--- config.mk ---
export PLATFORM = sky130hd
export DESIGN_NAME = fpga_cfg_loader_flat
export DESIGN_NICKNAME = d
export VERILOG_FILES = /design/src/rtl/fpga_cfg_loader_if.sv /design/src/rtl/fpga_cfg_loader.sv /design/src/flat_wrapper.sv
export SDC_FILE = /design/constraint.sdc
export NUM_CORES = 1
export LEC_CHECK = 0
export BUFFER_PORTS_ARGS = -buffer_cell sky130_fd_sc_hd__buf_2
export CAP_MARGIN = 20
export CORE_MARGIN = 2
export CORE_UTILIZATION = 41
export DETAILED_ROUTE_END_ITERATION = 10
export HOLD_SLACK_MARGIN = 0.03
export PLACE_DENSITY_LB_ADDON = 0.08
export SYNTH_ARGS = -nofsm -noshare
export SYNTH_HDL_FRONTEND = slang
export SYNTH_SLANG_ARGS = --single-unit
export TNS_END_PERCENT = 50
--- constraint.sdc ---
create_clock -name clk -period 2.1 [get_ports clk]
set_input_delay 0.105 -clock clk [delete_from_list [all_inputs] [get_ports clk]]
set_output_delay 0.105 -clock clk [all_outputs]
set_load 0.02 [all_outputs]
--- src/rtl/fpga_cfg_loader_if.sv ---
// Config-word handshake between a word source and the fabric configuration loader.
interface fpga_cfg_loader_if #(
  parameter int NUM_CHAINS = 1
);
  logic [NUM_CHAINS-1:0] din;
  logic                  din_valid;
  logic                  din_ready;

  modport master (output din, output din_valid, input din_ready);
  modport slave  (input din, input din_valid, output din_ready);
endinterface

--- src/rtl/fpga_cfg_loader.sv ---
// Shifts config words into NUM_CHAINS fabric chains with a generated prog_clk, optionally
// recirculates each chain once to CRC-check the tail readback, then releases fabric reset.
module fpga_cfg_loader #(
  parameter int CHAIN_LEN  = 256,
  parameter int NUM_CHAINS = 1,
  parameter int DIV        = 1,
  parameter int VERIFY_EN  = 1
) (
  input  logic                  clk,
  input  logic                  rst_n,
  input  logic                  ena,
  input  logic                  start,
  fpga_cfg_loader_if.slave      cfg,
  output logic                  prog_clk,
  output logic [NUM_CHAINS-1:0] ccff_head,
  input  logic [NUM_CHAINS-1:0] ccff_tail,
  output logic                  fabric_rst_n,
  output logic                  busy,
  output logic                  done,
  output logic                  err
);
  localparam int CW = $clog2(CHAIN_LEN + 1);
  localparam int DW = (DIV > 1) ? $clog2(DIV) : 1;
  localparam logic [CW-1:0] LEN_C    = CW'(CHAIN_LEN);
  localparam logic [DW-1:0] DIV_LAST = DW'(DIV - 1);

  localparam logic [2:0] IDLE  = 3'd0;
  localparam logic [2:0] WAIT  = 3'd1;
  localparam logic [2:0] LO    = 3'd2;
  localparam logic [2:0] HI    = 3'd3;
  localparam logic [2:0] VLO   = 3'd4;
  localparam logic [2:0] VHI   = 3'd5;
  localparam logic [2:0] CHECK = 3'd6;

  logic [2:0]            state_reg;
  logic [DW-1:0]         div_cnt_reg;
  logic [CW-1:0]         cnt_reg;
  logic [15:0]           crc_load_reg;
  logic [15:0]           crc_rb_reg;
  logic                  prog_clk_reg;
  logic                  din_ready_reg;
  logic                  fabric_rst_n_reg;
  logic                  busy_reg;
  logic                  done_reg;
  logic                  err_reg;
  logic [NUM_CHAINS-1:0] head_reg;
  logic [NUM_CHAINS-1:0] head_next;

  logic accept;
  logic phase_end;
  logic capture;

  // CRC-16-CCITT, MSB-first, lane 0 shifted in first.
  function automatic logic [15:0] crc_step(input logic [15:0] c, input logic [NUM_CHAINS-1:0] d);
    logic [15:0] r;
    r = c;
    for (int i = 0; i < NUM_CHAINS; i++) begin
      r = {r[14:0], 1'b0} ^ ((r[15] ^ d[i]) ? 16'h1021 : 16'h0000);
    end
    return r;
  endfunction

  assign accept    = ena && (state_reg == WAIT) && din_ready_reg && cfg.din_valid;
  assign phase_end = (div_cnt_reg == DIV_LAST);
  // Tail is captured at the end of each high phase whose shifted-out bit still belongs to the readback.
  assign capture   = ena && phase_end &&
                     (((state_reg == HI) && (cnt_reg >= LEN_C) && (VERIFY_EN != 0)) ||
                      ((state_reg == VHI) && (cnt_reg < LEN_C)));

  for (genvar gi = 0; gi < NUM_CHAINS; gi++) begin : g_lane
    assign head_next[gi] = accept  ? cfg.din[gi] :
                           capture ? ccff_tail[gi] : head_reg[gi];
  end

  always_ff @(posedge clk or negedge rst_n) begin
    if (!rst_n) begin
      state_reg        <= IDLE;
      div_cnt_reg      <= '0;
      cnt_reg          <= '0;
      crc_load_reg     <= 16'hFFFF;
      crc_rb_reg       <= 16'hFFFF;
      prog_clk_reg     <= 1'b0;
      din_ready_reg    <= 1'b0;
      fabric_rst_n_reg <= 1'b0;
      busy_reg         <= 1'b0;
      done_reg         <= 1'b0;
      err_reg          <= 1'b0;
      head_reg         <= '0;
    end else begin
      done_reg <= 1'b0;
      head_reg <= head_next;
      if (ena) begin
        if (capture) crc_rb_reg <= crc_step(crc_rb_reg, ccff_tail);
        case (state_reg)
          IDLE: if (start) begin
            state_reg        <= WAIT;
            err_reg          <= 1'b0;
            crc_load_reg     <= 16'hFFFF;
            crc_rb_reg       <= 16'hFFFF;
            cnt_reg          <= '0;
            fabric_rst_n_reg <= 1'b0;
            busy_reg         <= 1'b1;
            din_ready_reg    <= 1'b1;
          end
          WAIT: if (accept) begin
            din_ready_reg <= 1'b0;
            crc_load_reg  <= crc_step(crc_load_reg, cfg.din);
            div_cnt_reg   <= '0;
            state_reg     <= LO;
          end
          LO, VLO: if (phase_end) begin
            div_cnt_reg  <= '0;
            prog_clk_reg <= 1'b1;
            cnt_reg      <= cnt_reg + 1'b1;
            state_reg    <= (state_reg == LO) ? HI : VHI;
          end else begin
            div_cnt_reg <= div_cnt_reg + 1'b1;
          end
          HI: if (phase_end) begin
            div_cnt_reg  <= '0;
            prog_clk_reg <= 1'b0;
            if (cnt_reg < LEN_C) begin
              state_reg     <= WAIT;
              din_ready_reg <= 1'b1;
            end else if (VERIFY_EN != 0) begin
              state_reg <= VLO;
              cnt_reg   <= '0;
            end else begin
              state_reg <= CHECK;
            end
          end else begin
            div_cnt_reg <= div_cnt_reg + 1'b1;
          end
          VHI: if (phase_end) begin
            div_cnt_reg  <= '0;
            prog_clk_reg <= 1'b0;
            state_reg    <= (cnt_reg < LEN_C) ? VLO : CHECK;
          end else begin
            div_cnt_reg <= div_cnt_reg + 1'b1;
          end
          CHECK: begin
            if ((VERIFY_EN != 0) && (crc_load_reg != crc_rb_reg)) err_reg <= 1'b1;
            else fabric_rst_n_reg <= 1'b1;
            done_reg  <= 1'b1;
            busy_reg  <= 1'b0;
            state_reg <= IDLE;
          end
          default: state_reg <= IDLE;
        endcase
      end
    end
  end

  assign cfg.din_ready = din_ready_reg & ena;
  assign prog_clk      = prog_clk_reg;
  assign ccff_head     = head_reg;
  assign fabric_rst_n  = fabric_rst_n_reg;
  assign busy          = busy_reg;
  assign done          = done_reg;
  assign err           = err_reg;
endmodule

--- src/flat_wrapper.sv ---
// flat-port wrapper written by rule: the top's interface ports become plain ports
module fpga_cfg_loader_flat 
#(
  parameter int CHAIN_LEN  = 256,
  parameter int NUM_CHAINS = 1,
  parameter int DIV        = 1,
  parameter int VERIFY_EN  = 1
)
  (clk, rst_n, ena, start, prog_clk, ccff_head, ccff_tail, fabric_rst_n, busy, done, err, cfg_din, cfg_din_valid, cfg_din_ready);
  fpga_cfg_loader_if #(.NUM_CHAINS(NUM_CHAINS)) cfg_i ();
  input  logic clk;
  input  logic rst_n;
  input  logic ena;
  input  logic start;
  output logic prog_clk;
  output logic [NUM_CHAINS-1:0] ccff_head;
  input  logic [NUM_CHAINS-1:0] ccff_tail;
  output logic fabric_rst_n;
  output logic busy;
  output logic done;
  output logic err;
  input wire logic [$bits(cfg_i.din)-1:0] cfg_din;
  input wire logic [$bits(cfg_i.din_valid)-1:0] cfg_din_valid;
  output wire logic [$bits(cfg_i.din_ready)-1:0] cfg_din_ready;
  assign cfg_i.din = cfg_din;
  assign cfg_i.din_valid = cfg_din_valid;
  assign cfg_din_ready = cfg_i.din_ready;
  fpga_cfg_loader #(.CHAIN_LEN(CHAIN_LEN), .NUM_CHAINS(NUM_CHAINS), .DIV(DIV), .VERIFY_EN(VERIFY_EN)) u_core (.clk(clk), .rst_n(rst_n), .ena(ena), .start(start), .cfg(cfg_i), .prog_clk(prog_clk), .ccff_head(ccff_head), .ccff_tail(ccff_tail), .fabric_rst_n(fabric_rst_n), .busy(busy), .done(done), .err(err));
endmodule
==> metrics.log <==
INFO  metric synth.yosys.seq_area_share = 50.55%
INFO  metric antennaDiodeCount = 0
INFO  metric maxCapViolations = 0
INFO  metric synthCells = 271
INFO  metric synth-async-reset-ratio = 100.0%
INFO  metric postSynthRegisterBits = 51
INFO  metric max_clock_freq = 542.1 MHz
INFO  metric fp.dieW = 83.69 µm
INFO  metric final_stage_net_count = 297
INFO  metric detail_route.drc_violations = 0
INFO  metric dr.first_iter.drc_count = 140
INFO  metric cts.htree.levels = 2
INFO  metric timing.critical_path.arrival = 2.04 ns
INFO  metric drive_gt1_share = 23.45%
INFO  metric die_area = 0.007004 mm²
INFO  metric final-max-slew-violation-count = 0
INFO  metric maximum_number_of_pins_on_one_net_before_global_route_repair = 33
INFO  metric post-synth-top-area-cell = sky130_fd_sc_hd__dfstp_2
INFO  metric netlist_top_cells_count = sky130_fd_sc_hd__nand2_1, sky130_fd_sc_hd__dfstp_2, sky130_fd_sc_hd__o21ai_0
INFO  metric synth-edff-count = 0
INFO  metric status = completed
INFO  metric post-route-period-util = 87.84%
INFO  metric initial_utilization = 41.72%
INFO  metric longest_clk_path_bufs = 2
INFO  metric hold_viol = 0
INFO  metric clk_latency_worst_skew_pair = 0.30 ns
INFO  metric finalWorstPathRequiredPeriod = 1.845 ns
INFO  metric timing.slew.headroom = 65.43%
INFO  metric clock_sinks = 51
INFO  metric yosys.area.top_type_share = 32.29%
INFO  metric via_count_of_the_first_global_routing_pass = 1854
INFO  metric area.growth.synth_to_final = 10.57%
INFO  metric worst_slew_pin_slew = 0.5138 ns
INFO  metric ant_nets = 0
INFO  metric worst-path-max-fanout = 13
INFO  metric die_height = 83.69 µm
INFO  metric synth_top_flop_cell = sky130_fd_sc_hd__dfstp_2
INFO  metric netlist-cell-type-count = 40
INFO  metric wl_per_cell = 14.96 µm
INFO  metric timing.critical_path.from_type = flip-flop
INFO  metric ys_top_cells_by_area = sky130_fd_sc_hd__dfstp_2, sky130_fd_sc_hd__dfrtp_1, sky130_fd_sc_hd__xnor2_1
INFO  metric synth.yosys.warnings = 0
INFO  metric hold_path_class = in2reg
INFO  metric post_dp_cell_area = 0.002785 mm²
INFO  metric rsz_0062_raised_after_global_routing = false
INFO  metric count_of_final_setup_violators = 0
INFO  metric p_leak = 1.282 nW
INFO  metric ctsResizeCount = 0
INFO  metric tritoncts = yes
INFO  metric tritoncts.num_buffers = 5
INFO  metric num_rows = 29
INFO  metric finalClockSkew = 0.006230 ns
INFO  metric ir_worst_vdd = 572.2 µV
INFO  metric post_synth_instance_area = 0.002604 mm²
INFO  metric n_fill_cell = 595
INFO  metric finished_layout_cell_area = 0.002879 mm²
INFO  metric grt_pass1_wl = 9411 µm
INFO  metric timing.setup.critical_path_class = reg2reg
INFO  metric synth_nets = 279
INFO  metric gr-usage-all-layers = 16.71%
INFO  metric pwr_dens = 1517 mW/mm²
INFO  metric cts_root_buf = sky130_fd_sc_hd__clkbuf_8
INFO  metric post_synth.cell_area_avg = 9.608 µm²
INFO  metric gpl.final_weighted_congestion = 0.7886
INFO  metric detailroute.via_count = 1907
INFO  metric fin_setup_tns = 0 ns
INFO  metric dp_hpwl = 3821 µm
INFO  metric floorplan.io_pins = 14
INFO  metric drt-vias-per-instance = 5.196
INFO  metric grt-ovfl-total = 0
INFO  metric synth.most_common_cell = sky130_fd_sc_hd__nand2_1
INFO  metric core-area = 0.006241 mm²
INFO  metric detail_route.wirelength = 5491 µm
INFO  metric portBuffers = 13
INFO  metric cp.required = 2.30 ns
INFO  metric drt_pass1_iterations = 4
INFO  metric cts.reportedPaths.clkPinSlew = 0.09 ns
INFO  metric grt_antenna_before_repair = 0
INFO  metric critical_path.endpoint_type = flip-flop
[worst paths after layout]
check	startpoint	endpoint	slack [ns]	cells past startpoint
hold / removal	cfg_din	u_core.ccff_head$_DFFE_PN0P_	0.05	2
setup reg to reg	u_core.state_reg[2]$_DFFE_PN0P_	u_core.ccff_head$_DFFE_PN0P_	0.26	4
hold reg to reg	u_core.crc_load_reg[7]$_DFFE_PN1P_	u_core.crc_load_reg[7]$_DFFE_PN1P_	0.50	2
max in group asynchronous	rst_n	u_core.crc_load_reg[10]$_DFFE_PN1P_	1.23	3
min in group asynchronous	rst_n	u_core.ccff_head$_DFFE_PN0P_	0.22	2
setup / recovery	u_core.state_reg[2]$_DFFE_PN0P_	u_core.ccff_head$_DFFE_PN0P_	0.26	4
[report_power, final]
group / switching [mW] / leakage (nW) / internal, mW
Clock: 0.335 / 0.0455 / 0.235
Sequential: 0.440 / 0.583 / 1.61
Combinational: 0.929 / 0.654 / 0.820
Total: 1.70 / 1.28 / 2.66
[metal layers]
metal | share of wire [%] | vias to the layer above | GRT usage [%]
met4 | 0.66 | 0 | 5.279
li1 | - | 965 | -
met3 | 3.2 | 2 | 3.165
met5 | 0 | - | 0
met1 | 51 | 914 | 24.67
met2 | 45 | 26 | 24.80
[area by class of cell]
class / instances / area (µm²) / area share [%]
sequential: 51 / 1316 / 45.72
multi-input combinational: 198 / 1187 / 41.24
timing repair buffer: 27 / 172.7 / 5.997
clock inverter: 2 / 11.26 / 0.3911
inverter: 6 / 22.52 / 0.7823
clock buffer: 6 / 72.57 / 2.521
tap: 77 / 96.34 / 3.346
[critical path, stage by stage, from the launching register on]
cell and delay, ns:
sky130_fd_sc_hd__dfrtp_1 0.58, sky130_fd_sc_hd__or3b_1 0.38, sky130_fd_sc_hd__a21o_1 0.22, sky130_fd_sc_hd__mux2_4 0.30, sky130_fd_sc_hd__mux2_2 0.25
[stage by stage]
stage               cells  util, %  total power [mW]  worst slack (ns)  hold slack [ns]
floorplan             271        -             3.298            0.2865          -0.1906
global placement      358    44.63             3.800            0.3196          0.03175
detailed placement    358    44.63             3.821            0.2625          0.03938
CTS                   367    46.13             4.417            0.2589          0.04633
global route          367    46.13             4.721            0.2122          0.04578
finish                367    46.13             4.366            0.2554          0.05481
[layout by cell type, fill, tap and decap left out, types with 6 or more instances in the layout]
cell	Yosys	layout
sky130_fd_sc_hd__nor2_1	19	19
sky130_fd_sc_hd__mux2i_1	14	14
sky130_fd_sc_hd__a21oi_1	8	8
sky130_fd_sc_hd__nand2_1	44	44
sky130_fd_sc_hd__xnor2_1	21	21
sky130_fd_sc_hd__buf_2	2	13
sky130_fd_sc_hd__dfstp_2	32	32
sky130_fd_sc_hd__nand3_1	7	7
sky130_fd_sc_hd__o21ai_0	30	30
sky130_fd_sc_hd__inv_1	6	6
sky130_fd_sc_hd__buf_4	0	13
sky130_fd_sc_hd__dfrtp_1	19	19
[repair_timing]
item	4_1_cts	5_1_grt
hold endpoints to repair	12	0
buffers inserted	0	0
endpoints found under the setup margin	0	0
hold buffers	1	0
[logic make-up (layout without fill, tap and decap cells)]
family,count (synthesis),after routing,synth area share (%)
DFF,51,51,50.55
buffers and inverters,22,41,3.844
muxes,16,16,6.391
xor gates and xnor gates,23,23,7.737
adders and majority gates,1,1,0.4805
and+or+nand+nor,101,101,17.92
AOI/OAI and AO/OA,57,57,13.07
Power figures use the tool's default switching activity.
